--- src/rtl/dequeue_reassembler_if.sv ---
// Stream bundle for dequeue_reassembler: block input side and reassembled-word output side.
// master drives blocks and ready_i; slave is the reassembler.
interface dequeue_reassembler_if #(
    parameter int BlockSize = 9,
    parameter int NumBlocks = 4
);
    localparam int CntW  = $clog2(NumBlocks + 1);
    localparam int DataW = NumBlocks * (BlockSize - 1);

    logic                 valid_i;
    logic                 ready_o;
    logic [BlockSize-1:0] block_i;
    logic [CntW-1:0]      num_blocks_i;
    logic                 valid_o;
    logic                 ready_i;
    logic [DataW-1:0]     data_o;
    logic [CntW-1:0]      num_blocks_o;
    logic                 err_o;
    logic [15:0]          err_cnt_o;

    modport master (
        output valid_i, block_i, num_blocks_i, ready_i,
        input  ready_o, valid_o, data_o, num_blocks_o, err_o, err_cnt_o
    );

    modport slave (
        input  valid_i, block_i, num_blocks_i, ready_i,
        output ready_o, valid_o, data_o, num_blocks_o, err_o, err_cnt_o
    );
endinterface

--- src/rtl/dequeue_reassembler.sv ---
// Strips start markers from incoming blocks and reassembles one packet per output word.
// Optional macro SERIAL_LINK_DEQUEUE_ERR_CNT_EN enables a saturating framing-error counter.
module dequeue_reassembler #(
    parameter int BlockSize = 9,
    parameter int NumBlocks = 4
) (
    input  logic                  clk_i,
    input  logic                  rst_i,
    dequeue_reassembler_if.slave  bus
);
    localparam int CntW  = $clog2(NumBlocks + 1);
    localparam int PW    = BlockSize - 1;
    localparam int DataW = NumBlocks * PW;

    typedef enum logic [1:0] {
        IDLE,
        COLLECT,
        FULL
    } state_e;

    state_e           state_q;
    logic [DataW-1:0] data_q;
    logic [CntW-1:0]  cnt_q;
    logic [CntW-1:0]  exp_q;
    logic             err_q;

    logic             fire;
    logic             start;
    logic [PW-1:0]    payload;
    logic [CntW-1:0]  exp_eff;
    logic [CntW-1:0]  cnt_inc;

    assign fire    = bus.valid_i && bus.ready_o;
    assign start   = bus.block_i[0];
    assign payload = bus.block_i[BlockSize-1:1];
    assign cnt_inc = cnt_q + CntW'(1);

    // Out-of-range or zero counts mean a full-length packet
    always_comb begin
        exp_eff = bus.num_blocks_i;
        if (bus.num_blocks_i == '0 || bus.num_blocks_i > CntW'(NumBlocks))
            exp_eff = CntW'(NumBlocks);
    end

    // Packet FSM with the data, count and error registers
    always_ff @(posedge clk_i or posedge rst_i) begin
        if (rst_i) begin
            state_q <= IDLE;
            data_q  <= '0;
            cnt_q   <= '0;
            exp_q   <= '0;
            err_q   <= 1'b0;
        end else begin
            err_q <= 1'b0;
            unique case (state_q)
                IDLE, COLLECT: begin
                    if (fire) begin
                        if (start) begin
                            // A start mid-packet abandons the partial one
                            if (state_q == COLLECT)
                                err_q <= 1'b1;
                            data_q  <= DataW'(payload);
                            cnt_q   <= CntW'(1);
                            exp_q   <= exp_eff;
                            state_q <= (exp_eff == CntW'(1)) ? FULL : COLLECT;
                        end else if (state_q == IDLE) begin
                            err_q <= 1'b1;
                        end else begin
                            for (int k = 0; k < NumBlocks; k++)
                                if (CntW'(k) == cnt_q)
                                    data_q[k*PW +: PW] <= payload;
                            cnt_q <= cnt_inc;
                            if (cnt_inc == exp_q)
                                state_q <= FULL;
                        end
                    end
                end
                FULL: begin
                    if (bus.ready_i)
                        state_q <= IDLE;
                end
                default: state_q <= IDLE;
            endcase
        end
    end

    assign bus.ready_o      = (state_q != FULL);
    assign bus.valid_o      = (state_q == FULL);
    assign bus.data_o       = data_q;
    assign bus.num_blocks_o = cnt_q;
    assign bus.err_o        = err_q;

`ifdef SERIAL_LINK_DEQUEUE_ERR_CNT_EN
    logic [15:0] err_cnt_q;

    // Saturating count of framing-error pulses
    always_ff @(posedge clk_i or posedge rst_i) begin
        if (rst_i)
            err_cnt_q <= '0;
        else if (err_q && err_cnt_q != 16'hFFFF)
            err_cnt_q <= err_cnt_q + 16'd1;
    end

    assign bus.err_cnt_o = err_cnt_q;
`else
    assign bus.err_cnt_o = '0;
`endif

endmodule
--- src/flat_wrapper.sv ---
// flat-port wrapper written by rule: the top's interface ports become plain ports
module dequeue_reassembler_flat 
#(
    parameter int BlockSize = 9,
    parameter int NumBlocks = 4
)
  (clk_i, rst_i, bus_valid_i, bus_block_i, bus_num_blocks_i, bus_ready_i, bus_ready_o, bus_valid_o, bus_data_o, bus_num_blocks_o, bus_err_o, bus_err_cnt_o);
  dequeue_reassembler_if #(.BlockSize(BlockSize), .NumBlocks(NumBlocks)) bus_i ();
  input  logic clk_i;
  input  logic rst_i;
  input wire logic [$bits(bus_i.valid_i)-1:0] bus_valid_i;
  input wire logic [$bits(bus_i.block_i)-1:0] bus_block_i;
  input wire logic [$bits(bus_i.num_blocks_i)-1:0] bus_num_blocks_i;
  input wire logic [$bits(bus_i.ready_i)-1:0] bus_ready_i;
  output wire logic [$bits(bus_i.ready_o)-1:0] bus_ready_o;
  output wire logic [$bits(bus_i.valid_o)-1:0] bus_valid_o;
  output wire logic [$bits(bus_i.data_o)-1:0] bus_data_o;
  output wire logic [$bits(bus_i.num_blocks_o)-1:0] bus_num_blocks_o;
  output wire logic [$bits(bus_i.err_o)-1:0] bus_err_o;
  output wire logic [$bits(bus_i.err_cnt_o)-1:0] bus_err_cnt_o;
  assign bus_i.valid_i = bus_valid_i;
  assign bus_i.block_i = bus_block_i;
  assign bus_i.num_blocks_i = bus_num_blocks_i;
  assign bus_i.ready_i = bus_ready_i;
  assign bus_ready_o = bus_i.ready_o;
  assign bus_valid_o = bus_i.valid_o;
  assign bus_data_o = bus_i.data_o;
  assign bus_num_blocks_o = bus_i.num_blocks_o;
  assign bus_err_o = bus_i.err_o;
  assign bus_err_cnt_o = bus_i.err_cnt_o;
  dequeue_reassembler #(.BlockSize(BlockSize), .NumBlocks(NumBlocks)) u_core (.clk_i(clk_i), .rst_i(rst_i), .bus(bus_i));
endmodule
--- config.mk ---
export PLATFORM = sky130hd
export DESIGN_NAME = dequeue_reassembler_flat
export DESIGN_NICKNAME = d
export VERILOG_FILES = /design/src/rtl/dequeue_reassembler_if.sv /design/src/rtl/dequeue_reassembler.sv /design/src/flat_wrapper.sv
export SDC_FILE = /design/constraint.sdc
export NUM_CORES = 1
export LEC_CHECK = 0
export CORE_MARGIN = 10
export CORE_UTILIZATION = 39
export DETAILED_ROUTE_END_ITERATION = 16
export PLACE_DENSITY = 0.69
export SETUP_SLACK_MARGIN = 0.5
export SYNTH_ARGS = -nofsm -noshare
export SYNTH_HDL_FRONTEND = slang
export SYNTH_SLANG_ARGS = --single-unit
--- constraint.sdc ---
create_clock -name clk_i -period 5.51 [get_ports clk_i]
set_clock_uncertainty 0.2 [all_clocks]
set_input_delay 0.8265 -clock clk_i [delete_from_list [all_inputs] [get_ports clk_i]]
set_output_delay 0.8265 -clock clk_i [all_outputs]
set_load 0.05 [all_outputs]
* Word-level counts from Yosys, hierarchy flattened
Cells that the tools add are included.
Word-level totals: output and inout port bits 54, word-level logic and storage cells 61, bits of input ports 16, bits in registers 41
Cells by class: muxes and demuxes 21, $add $sub $neg 1, $lt $le $gt $ge 1, equality and inequality tests 13, reductions and logical operators 17
Operator list (count):
- two-way mux 32 bit | 2
- two-way mux 8 bit | 4
- AND reduction 4 bit | 5
- two-way mux 2 bit | 6
- two-way mux 3 bit | 3
- nonzero test 2 bit | 4
- equality test 2 x 3 -> 1 bit, first input constant | 2
- zero test 3 bit | 2
- != test 2 bit, second input constant | 3
- AND reduction 3 bit | 2
- two-way mux 1 bit | 5
- case mux 2 bit (2 select lines) | 1
- adder 3 x 1 -> 3 bit, second input constant | 1
- equality test 1 x 3 -> 1 bit, first input constant | 1
- equality test 3 x 1 -> 1 bit, second input constant | 1
- equality test 3 bit | 1
- > comparator 3 bit, second input constant | 1
- != test 3 x 2 -> 1 bit, second input constant | 1
- != test 3 bit, second input constant | 1
- equality test 2 x 1 -> 1 bit, second input constant | 1
- equality test 2 bit, second input constant | 1
- zero test 2 bit | 1
- != test 2 x 1 -> 1 bit, second input constant | 1
- OR reduction 2 bit | 1
- 2 further kinds | 2

* Longest topological paths before layout
Gate-level depths: netlist of the first run.
depth after elaboration 8, gate-level depth with buffers 5

* Least setup slack after synthesis of the first run
No wires, ideal clock.
path type flip-flop to output port, start point register u_core.state_q[0], end point output bus_valid_o, stages on the path, launching flop included 4, arrival 1.271 ns, path slack 3.212 ns, cells stage by stage dfrtp_1 inv_1 nand2_1 inv_1
On the way: word-level cells in the longest chain between the ends 1
RTL lines:
- start, declared | RTL line dequeue_reassembler.sv:21 | state_e state_q;
- start signal, assigned | RTL line dequeue_reassembler.sv:65 | state_q <= (exp_eff == CntW'(1)) ? FULL : COLLECT;
- equality test 2 bit | RTL line dequeue_reassembler.sv:88 | assign bus.valid_o = (state_q == FULL);
- end, declared | RTL line flat_wrapper.sv:16 | output wire logic [$bits(bus_i.valid_o)-1:0] bus_valid_o;
Every way passes these cells.

* Worst setup path in the final report of the first run
Same ends and word-level chain as after synthesis.

==> results by group, run 1 <==
Global routing
  – Global routing's busiest layer: met2
  – Gr usage total: 11.09%
  – Routing usage on met3: 5.267%
  – Grt ovf: 0
  – Largest net degree at the start of global routing: 42
  – Met1 Use GR: 13.49%
  – Met2 usage: 16.59%
  – First-pass GRT wire length: 7527 um
  – Initial antenna violation count: 0
  – Number of global-route vias before repair: 1414

Min path
  – Hold EP: u_core.exp_q[2]
  – Cell depth of the worst hold path: 2
  – Min-Delay Startpoint: u_core.exp_q[2]
  – Hold crit path type: reg2reg

Power and ir drop
  – Sw Ratio: 46.27%
  – Comb pwr share: 53.2%
  – Clock share of power: 14.2%
  – Power per cell area: 549.6 nW/um^2
  – Leakage: 1.189 nW
  – Pint: 774.8 uW
  – Maximum vdd drop: 0.2808 mV
  – Seq pwr share: 32.6%
  – NetSw: 667.2 uW

Timing
  – Max Freq: 348.1 MHz
  – Slew headroom: 62.11%
  – WHS: 0.3059 ns
  – RSZ-0062 raised after global routing: no
  – Period utilization: 52.14%
  – Slew @ Worst Pin: 0.5665 ns
  – Pins over their slew limit: 0
  – Setup WS post-layout: 2.637 ns
  – Setup TNS Final: 0 ns
  – Minimum clock period after layout: 2.873 ns
  – Final Hold Viols: 0
  – Final setup viols: 0

Placed design
  – Post-DP HPWL: 3408 um
  – GPL Wtd Cong: 0.7771
  – IO Port Bufs: 53
  – Dpl cell area: 2527 um^2
  – Place WS: 2.571 ns

Clocking
  – Max clock buf depth: 2
  – H-tree Lvls: 2
  – Root Buffer: clkbuf_8
  – Sink Count: 41
  – Cts hold-fix bufs: 0
  – Post-cts sizing count: 0
  – Num CTS Buffers: 5
  – Setup bufs post-CTS: 0
  – CTS clk-pin slew, worst paths: 0.08 ns
  – Worst-Skew Late Latency: 0.29 ns
  – CTS tree: yes

Synthesis
  – Async set-reset flop share out of synthesis: 100.0%
  – Synth Flop Type: dfrtp_1
  – Most numerous cell in the Yosys netlist: dfrtp_1
  – Mapped cell area: 1973 um^2
  – Top cells by area, synth: dfrtp_1 (52%), mux2_2 (18%), buf_4 (6.1%)
  – Number of synthesized register bits: 41
  – Syn Area/Cell: 12.81 um^2
  – Post-synth top area cell: dfrtp_1
  – EDFF count, synth: 0
  – Sequential fraction of the synthesis area: 52.00%
  – Post-synth top cells: dfrtp_1 (41), mux2_2 (32), buf_4 (16)
  – Ys Warns: 0
  – Synth cell types: 31
  – Post-synthesis cell count: 154
  – Yosys top cell area share: 52.00%

Layout
  – Area of the multi-input gates: 842.1 um^2
  – Area growth, synth to finish: 32.97%
  – Sequential cell area: 1026 um^2
  – Fin nets: 235
  – Diode count: 0
  – Post-layout instance area: 2624 um^2
  – Fill cell count: 457
  – Final core occ: 54.47%
  – Share of cells above drive strength 1: 21.96%

Drt
  – Detailed Routing Iterations Pass 1: 4
  – Final WL: 4428 um
  – Via density: 4.598
  – DRC errors left: 0
  – Initial DRC count: 63
  – DR WL/cell: 15.76 um
  – ANT nets after route: 0
  – Vias: 1292

Die
  – Row count: 25
  – Die height: 91.13 um
  – Die area: 8305 um^2
  – # IOs: 70
  – Core box area: 4817 um^2
  – Die Span X: 91.13 um
  – Initial Util: 40.96%

Critical path
  – Worst r2r path cells: 5
  – Worst R2R End: u_core.bus.data_o[0]
  – Critical Path AT: 1.85 ns
  – Worst EP required: 4.48 ns
  – Critical path class: reg2out
  – CP Capture Type: primary output
  – Critical R2R Launch: u_core.bus.num_blocks_o[0]
  – Crit path max fanout: 8
  – Startpoint Class: flop
  – R2R Setup Slk: 3.40 ns
  – Beginning of the critical path: u_core.state_q[0]

Run
  – Max_cap viols: 0

Outcome
  – Status: finished, final reports clean
## worst max-delay path by stage
stage / depth (start not counted) / slack (ns) / end
global placement: 4 / 2.66 / u_core.bus.data_o[13]
detailed placement: 4 / 2.57 / u_core.bus.data_o[10]
floorplan: 3 / 3.21 / bus_valid_o
finish: 4 / 2.64 / bus_valid_o
CTS: 4 / 2.62 / bus_valid_o
global route: 4 / 2.53 / bus_valid_o
## cell families (layout without fill, tap and decap cells)
| group | after synthesis | after routing | synth area share, % |
|---|---|---|---|
| adders and majority gates | 6 | 6 | 3.805 |
| and+or+nand+nor | 28 | 28 | 9.575 |
| other | 1 | 16 | 0.1901 |
| muxes | 32 | 32 | 18.26 |
| buffers and inverters | 27 | 72 | 8.180 |
| AOI/OAI and AO/OA | 16 | 16 | 6.658 |
| xor gates and xnor gates | 3 | 3 | 1.332 |
| DFF | 41 | 41 | 52.00 |
## layout make-up
type | count | area share (%)
Sequential cell | 41 | 39.10
Multi-Input combinational cell | 101 | 32.09
Timing Repair Buffer | 54 | 20.51
Tap cell | 67 | 3.195
Clock buffer | 6 | 3.147
Inverter | 10 | 1.431
Clock inverter | 2 | 0.5246
## registers in the layout (all words and copies together) (netlist names)
name	count
u_core.bus.data_o	32
u_core.bus.num_blocks_o	3
u_core.exp_q	3
u_core.state_q	2
u_core.bus.err_o	1
## power by group through the flow
stage	combinational, mW	clock [mW]	sequential, mW
global route	0.809	0.226	0.486
detailed placement	0.775	0	0.476
CTS	0.777	0.211	0.472
global placement	0.769	0	0.476
finish	0.767	0.205	0.470
floorplan	0.228	0	0.772
## through the flow
stage / instances / power (mW)
finish: 281 / 1.442
global route: 281 / 1.521
CTS: 281 / 1.460
detailed placement: 273 / 1.251
global placement: 273 / 1.245
floorplan: 169 / 1.001
## layout by cell type (no fill, tap or decap), drive strengths merged, types with 2 or more instances in the layout
master	n
clkinv	3
a21oi	4
and2b	5
nor2b	4
nand2	6
mux2	32
nand3b	3
dfrtp	41
conb	16
ha	6
clkbuf	6
clkdlybuf4s50	53
nand2b	4
o21ai	6
inv	9
xor2	2
## routing by layer
metal	part of all wire (%)	vias to the layer above
li1	-	620
met2	46	42
met5	0	-
met1	44	624
met3	8.7	6
met4	1.5	0
## worst max-delay path, stage by stage, from the launching register on
cell and delay, ns:
dfrtp_1 0.46, inv_1 0.14, nand2_1 0.09, inv_1 0.06, clkdlybuf4s50_1 0.79
(Power assumes the default switching activity.)
==> run 2, diff against run 1 <==
--- a/config.mk
+++ b/config.mk
@@ -8,7 +8,7 @@
 export CORE_MARGIN = 10
 export CORE_UTILIZATION = 39
 export DETAILED_ROUTE_END_ITERATION = 16
-export PLACE_DENSITY = 0.69
+export PLACE_DENSITY = 0.72
 export SETUP_SLACK_MARGIN = 0.5
 export SYNTH_ARGS = -nofsm -noshare
 export SYNTH_HDL_FRONTEND = slang
==> constraint.sdc (replaced) <==
create_clock -name clk_i -period 2.45 [get_ports clk_i]
set_clock_uncertainty 0.2 [all_clocks]
set_input_delay 0.3675 -clock clk_i [delete_from_list [all_inputs] [get_ports clk_i]]
set_output_delay 0.3675 -clock clk_i [all_outputs]
set_load 0.05 [all_outputs]
==> results by group, run 2 (synthesized netlist as in run 1, its figures left out) <==
Clocking
  – Num CTS Buffers: 5 (unchanged)
  – Worst-Skew Late Latency: 0.28 ns (about the same)
  – Max clock buf depth: 2 (unchanged)
  – Cts hold-fix bufs: 0 (unchanged)
  – H-tree Lvls: 2 (unchanged)
  – Root Buffer: clkbuf_8
  – Sink Count: 41 (unchanged)
  – CTS clk-pin slew, worst paths: 0.07 ns (about the same)
  – CTS tree: yes

Die
  – Die Span X: 91.13 um (unchanged)
  – Die area: 8305 um^2 (unchanged)
  – Initial Util: 40.96% (unchanged)
  – Row count: 25 (unchanged)
  – Core box area: 4817 um^2 (unchanged)
  – # IOs: 70 (unchanged)
  – Die height: 91.13 um (unchanged)

Timing
  – Pins over their slew limit: 0 (unchanged)
  – Setup TNS Final: 0 ns (unchanged)
  – Final setup viols: 0 (unchanged)
  – RSZ-0062 raised after global routing: yes
  – Slew headroom: 50.63% (-11 points)
  – Final Hold Viols: 0 (unchanged)
  – Setup WS post-layout: 0.5407 ns (-2.096 ns)
  – Slew @ Worst Pin: 0.7361 ns (+0.1696 ns)
  – Max Freq: 523.8 MHz
  – Minimum clock period after layout: 1.909 ns
  – Period utilization: 77.93%

Layout
  – Area of the multi-input gates: 872.1 um^2 (+3.6%)
  – Leading cell type in the layout, fill and taps excluded: dfrtp_1
  – Area growth, synth to finish: 38.55%
  – Fin nets: 246 (+4.7%)
  – Fill cell count: 435 (-4.8%)
  – Max FFs per register: 32 (unchanged)
  – Diode count: 0 (unchanged)
  – Sequential cell area: 1030 um^2 (+0.37%)
  – Share of cells above drive strength 1: 29.02% (+7.1 points)
  – Commonest non-fill, non-tap cells in the layout: dfrtp_1 (38), dlygate4sd2_1 (37), mux2_2 (32)

Global routing
  – Initial antenna violation count: 0 (unchanged)
  – Met2 usage: 19.15% (+2.6 points)
  – Global routing's busiest layer: met2
  – Met1 Use GR: 12.53% (-0.96 points)
  – First-pass GRT wire length: 7569 um (+0.56%)
  – Gr usage total: 11.11% (+0.025 points)
  – Number of global-route vias before repair: 1451 (+2.6%)
  – Largest net degree at the start of global routing: 24 (-43%)
  – Grt ovf: 0 (unchanged)
  – Routing usage on met3: 3.704% (-1.6 points)

Critical path
  – Worst EP required: 1.88 ns (-2.60 ns)
  – CP Depth: 2 (-2)
  – CP bufs+invs: 2 (-1)
  – Worst r2r path cells: 6 (+1)
  – Top cell family by delay on the critical path: buffers and inverters
  – Crit path max fanout: 7 (-1)
  – Critical path's largest stage delay: 0.52 ns (-0.27 ns)
  – Critical Path AT: 1.34 ns (-0.51 ns)
  – CP Capture Type: primary output
  – Worst path slowest cell: dlygate4sd2_1
  – CP cell instances: buf_4, dlygate4sd2_1
  – Startpoint Class: flop
  – Critical path class: reg2out

Drt
  – Vias: 1338 (+3.6%)
  – Detailed Routing Iterations Pass 1: 4 (unchanged)
  – Final WL: 4592 um (+3.7%)
  – ANT nets after route: 0 (unchanged)
  – DRC errors left: 0 (unchanged)
  – DR WL/cell: 15.78 um (+0.14%)
  – Initial DRC count: 51 (-19%)
  – Via density: 4.598 (about the same)

Placed design
  – IO Port Bufs: 53 (unchanged)
  – Post-DP HPWL: 3522 um (+3.4%)
  – GPL Wtd Cong: 0.8176 (+5.2%)
  – Place WS: 0.1220 ns (-2.449 ns)

Outcome
  – Status: finished, final reports clean

Power and ir drop
  – Power per cell area: 1189 nW/um^2 (+120%)
  – Maximum vdd drop: 0.6084 mV (+120%)
  – Leakage: 1.379 nW (+16%)

Run
  – Max_cap viols: 0 (unchanged)

Min path
  – Hold crit path type: in2async
-- run 2: cell types whose count changed in the layout (fill, tap and decap cells not counted), sizes merged --
cell and delta:
clkinv -1, clkbuf +1, bufinv +1, dlymetal6s2s +2, dlygate4sd2 +37, clkdlybuf4s50 -41
buf +11
-- run 2: metal layers --
| metal | wire [um] | vias up |
|---|---|---|
| met5 | 0 | - |
| met3 | 325 | 2 |
| li1 | - | 640 |
| met4 | 36 | 0 |
| met2 | 2320 | 42 |
| met1 | 1910 | 654 |
-- run 2: cell type report --
class,count,area share (%)
Timing Repair Buffer,65,22.20
Tap cell,67,3.066
Clock buffer,5,2.517
Inverter,10,1.373
Clock inverter,2,1.281
Multi-Input combinational cell,101,31.90
Sequential cell,41,37.67
-- run 2: worst paths after layout --
path	startpoint	to	slack, ns
worst max-delay path	u_core.bus.num_blocks_o[0]	bus_num_blocks_o[0]	0.54
worst min-delay path	rst_i	u_core.exp_q[1]	0.23
worst max register to register	u_core.bus.num_blocks_o[0]	u_core.bus.data_o[25]	0.60
worst min register to register	u_core.bus.data_o[26]	u_core.bus.data_o[26]	0.30
max in group asynchronous	rst_i	u_core.bus.data_o[1]	1.32
min in group clk_i	bus_num_blocks_i[1]	u_core.exp_q[1]	0.25
-- run 2: report_power, final --
group | total [mW] | switching [mW] | internal, mW | leakage, nW
sequential | 1.04 | 0.141 | 0.898 | 0.513
clock | 0.508 | 0.212 | 0.296 | 0.0540
combinational | 1.70 | 1.15 | 0.557 | 0.812
total | 3.25 | 1.50 | 1.75 | 1.38
-- run 2: timing repair --
item                                    CTS  global route
setup buffers                             1             8
endpoints found under the setup margin   47            32
resized for setup                        39             8
pin swaps                                 1             3
-- run 2: per-stage QoR --
stage          power, mW  cell area [um^2]  instances  hold slack (ns)  util [%]
2_1_floorplan      2.260              2043        169           0.2689         -
3_3_place_gp       2.811              2569        275           0.2865     53.32
3_5_place_dp       2.832              2569        275           0.2947     53.32
4_1_cts            3.219              2644        283           0.2339     54.88
5_1_grt            3.440              2734        291           0.2601     56.75
6_report           3.251              2734        291           0.2275     56.75
==> run 3, diff against run 2 <==
==> constraint.sdc (replaced) <==
create_clock -name clk_i -period 1.6 [get_ports clk_i]
set_clock_uncertainty 0.2 [all_clocks]
set_input_delay 0.24 -clock clk_i [delete_from_list [all_inputs] [get_ports clk_i]]
set_output_delay 0.24 -clock clk_i [all_outputs]
set_load 0.05 [all_outputs]
==> results by group, run 3 (synthesized netlist as in run 1, its figures left out) <==
Clocking
  – Root Buffer: clkbuf_8
  – H-tree Lvls: 2 (unchanged)
  – Max clock buf depth: 2 (unchanged)
  – Num CTS Buffers: 5 (unchanged)
  – Worst-Skew Late Latency: 0.29 ns (about the same)
  – Sink Count: 41 (unchanged)
  – CTS clk-pin slew, worst paths: 0.08 ns (about the same)
  – CTS tree: yes

Die
  – Die height: 91.13 um (unchanged)
  – Row count: 25 (unchanged)
  – Core box area: 4817 um^2 (unchanged)
  – Die Span X: 91.13 um (unchanged)
  – Die area: 8305 um^2 (unchanged)
  – Initial Util: 40.96% (unchanged)
  – # IOs: 70 (unchanged)

Placed design
  – GPL Wtd Cong: 0.7380 (-9.7%)
  – Post-DP HPWL: 4067 um (+15%)
  – IO Port Bufs: 53 (unchanged)
  – Place WS: -0.5016 ns (-0.6236 ns)

Global routing
  – Number of global-route vias before repair: 1767 (+22%)
  – Largest net degree at the start of global routing: 42 (+75%)
  – Gr usage total: 13.96% (+2.8 points)
  – Grt ovf: 0 (unchanged)
  – Initial antenna violation count: 0 (unchanged)
  – First-pass GRT wire length: 9501 um (+26%)

Outcome
  – Status: finished, violations left
  – Failing checks: negative setup slack

Layout
  – Max FFs per register: 32 (unchanged)
  – Leading cell type in the layout, fill and taps excluded: buf_12
  – Diode count: 0 (unchanged)
  – Sequential cell area: 1032 um^2 (+0.24%)
  – Commonest non-fill, non-tap cells in the layout: buf_12 (44), buf_4 (41), dfrtp_1 (38)
  – Area of the multi-input gates: 1180 um^2 (+35%)
  – Fin nets: 296 (+20%)
  – Final core occ: 81.71% (+25 points)
  – Area growth, synth to finish: 99.49%
  – Fill cell count: 262 (-40%)
  – Share of cells above drive strength 1: 66.55% (+38 points)

Timing
  – RSZ-0062 raised after global routing: yes
  – Final Hold Viols: 0 (unchanged)
  – Period utilization: 116.4%
  – Setup WS post-layout: -0.2620 ns (-0.8027 ns)
  – Pins over their slew limit: 0 (unchanged)
  – Final setup viols: 37 (+37)
  – WHS: 0.1425 ns (-0.08498 ns)
  – Max Freq: 537.0 MHz
  – Minimum clock period after layout: 1.862 ns

Drt
  – Via density: 4.643 (+0.99%)
  – ANT nets after route: 0 (unchanged)
  – DR WL/cell: 18.19 um (+15%)
  – Final WL: 6222 um (+35%)
  – Vias: 1588 (+19%)
  – DRC errors left: 0 (unchanged)
  – Detailed Routing Iterations Pass 1: 4 (unchanged)
  – Initial DRC count: 40 (-22%)

Critical path
  – Worst EP required: 1.58 ns (-0.30 ns)
  – CP bufs+invs: 2 (unchanged)
  – Critical path's largest stage delay: 0.52 ns (about the same)
  – Startpoint Class: flop
  – CP Capture Type: flop
  – Crit path max fanout: 8 (+1)
  – Top cell family by delay on the critical path: flip-flops
  – Critical path class: reg2reg
  – Worst path slowest cell: dfrtp_4
  – CP cell instances: inv_4, ha_4, nand3b_1, a21oi_4, buf_12, mux2_4
  – Critical Path AT: 1.84 ns (+0.50 ns)

Power and ir drop
  – Power per cell area: 1831 nW/um^2 (+54%)
  – Seq pwr share: 24.7% (-7.3 points)
  – Clock share of power: 9.4% (-6.2 points)
  – Comb pwr share: 65.9% (+14 points)
  – Maximum vdd drop: 0.8408 mV (+38%)
  – Pint: 4.217 mW (+140%)
  – Leakage: 1.864 nW (+35%)
  – Sw Ratio: 41.50% (-4.6 points)
  – NetSw: 2.992 mW (+99%)

Run
  – Max_cap viols: 0 (unchanged)

Min path
  – Hold crit path type: in2async
## run 3: timing repair
item / in CTS / in global routing
pin swaps: 10 / 5
setup buffers: 22 / 17
hold buffers: 0 / 0
hold endpoints to repair: 0 / 0
setup endpoints to repair: 79 / 79
resized for setup: 47 / 19
## run 3: power groups by stage
stage	registers [mW]	logic, mW	clock network [mW]
final	1.78	4.75	0.679
after global routing	1.82	4.94	0.737
after CTS	1.76	4.35	0.686
after detailed placement	1.80	3.85	0
after global placement	1.78	3.80	0
after floorplan	2.70	0.983	0
## run 3: area by class of cell
class	count	area share [%]
repair buffers	115	38.08
inverters	10	1.399
flip-flops and latches	41	26.22
well taps	67	2.130
multi-input cells	101	29.97
clock buffers	5	1.748
clock inverters	3	0.4450
## run 3: layer usage
metal / vias to the layer above / track usage (%) / part of all wire [%]
met4: 0 / 2.611 / 1.2
met2: 59 / 24.88 / 53
li1: 730 / - / -
met5: - / 0 / 0
met1: 792 / 16.10 / 41
met3: 7 / 4.362 / 5.4
## run 3: worst paths after layout
path | from | end | slack (ns) | cells past startpoint
setup / recovery | u_core.bus.num_blocks_o[0] | u_core.bus.data_o[22] | -0.26 | 6
hold reg to reg | u_core.exp_q[0] | u_core.exp_q[0] | 0.33 | 2
hold / removal | rst_i | u_core.bus.data_o[11] | 0.14 | 3
min in group clk_i | bus_num_blocks_i[0] | u_core.exp_q[2] | 0.26 | 5
setup reg to reg | u_core.bus.num_blocks_o[0] | u_core.bus.data_o[22] | -0.26 | 6
max in group asynchronous | rst_i | u_core.bus.num_blocks_o[0] | 0.85 | 3
## run 3: worst register-to-register path, stage by stage (launching register included)
cell	delay (ns)
dfrtp_4	0.52
inv_4	0.09
ha_4	0.13
nand3b_1	0.12
a21oi_4	0.21
buf_12	0.17
mux2_4	0.31
## run 3: metrics by stage
step | instances | instance area (um^2) | total power, mW | TNS, ns
finish | 342 | 3936 | 7.209 | -7.770
global route | 342 | 3936 | 7.497 | -9.410
CTS | 325 | 3721 | 6.799 | -6.289
detailed placement | 295 | 3338 | 5.650 | -11.81
global placement | 295 | 3338 | 5.576 | -11.24
floorplan | 169 | 2220 | 3.687 | -8.454
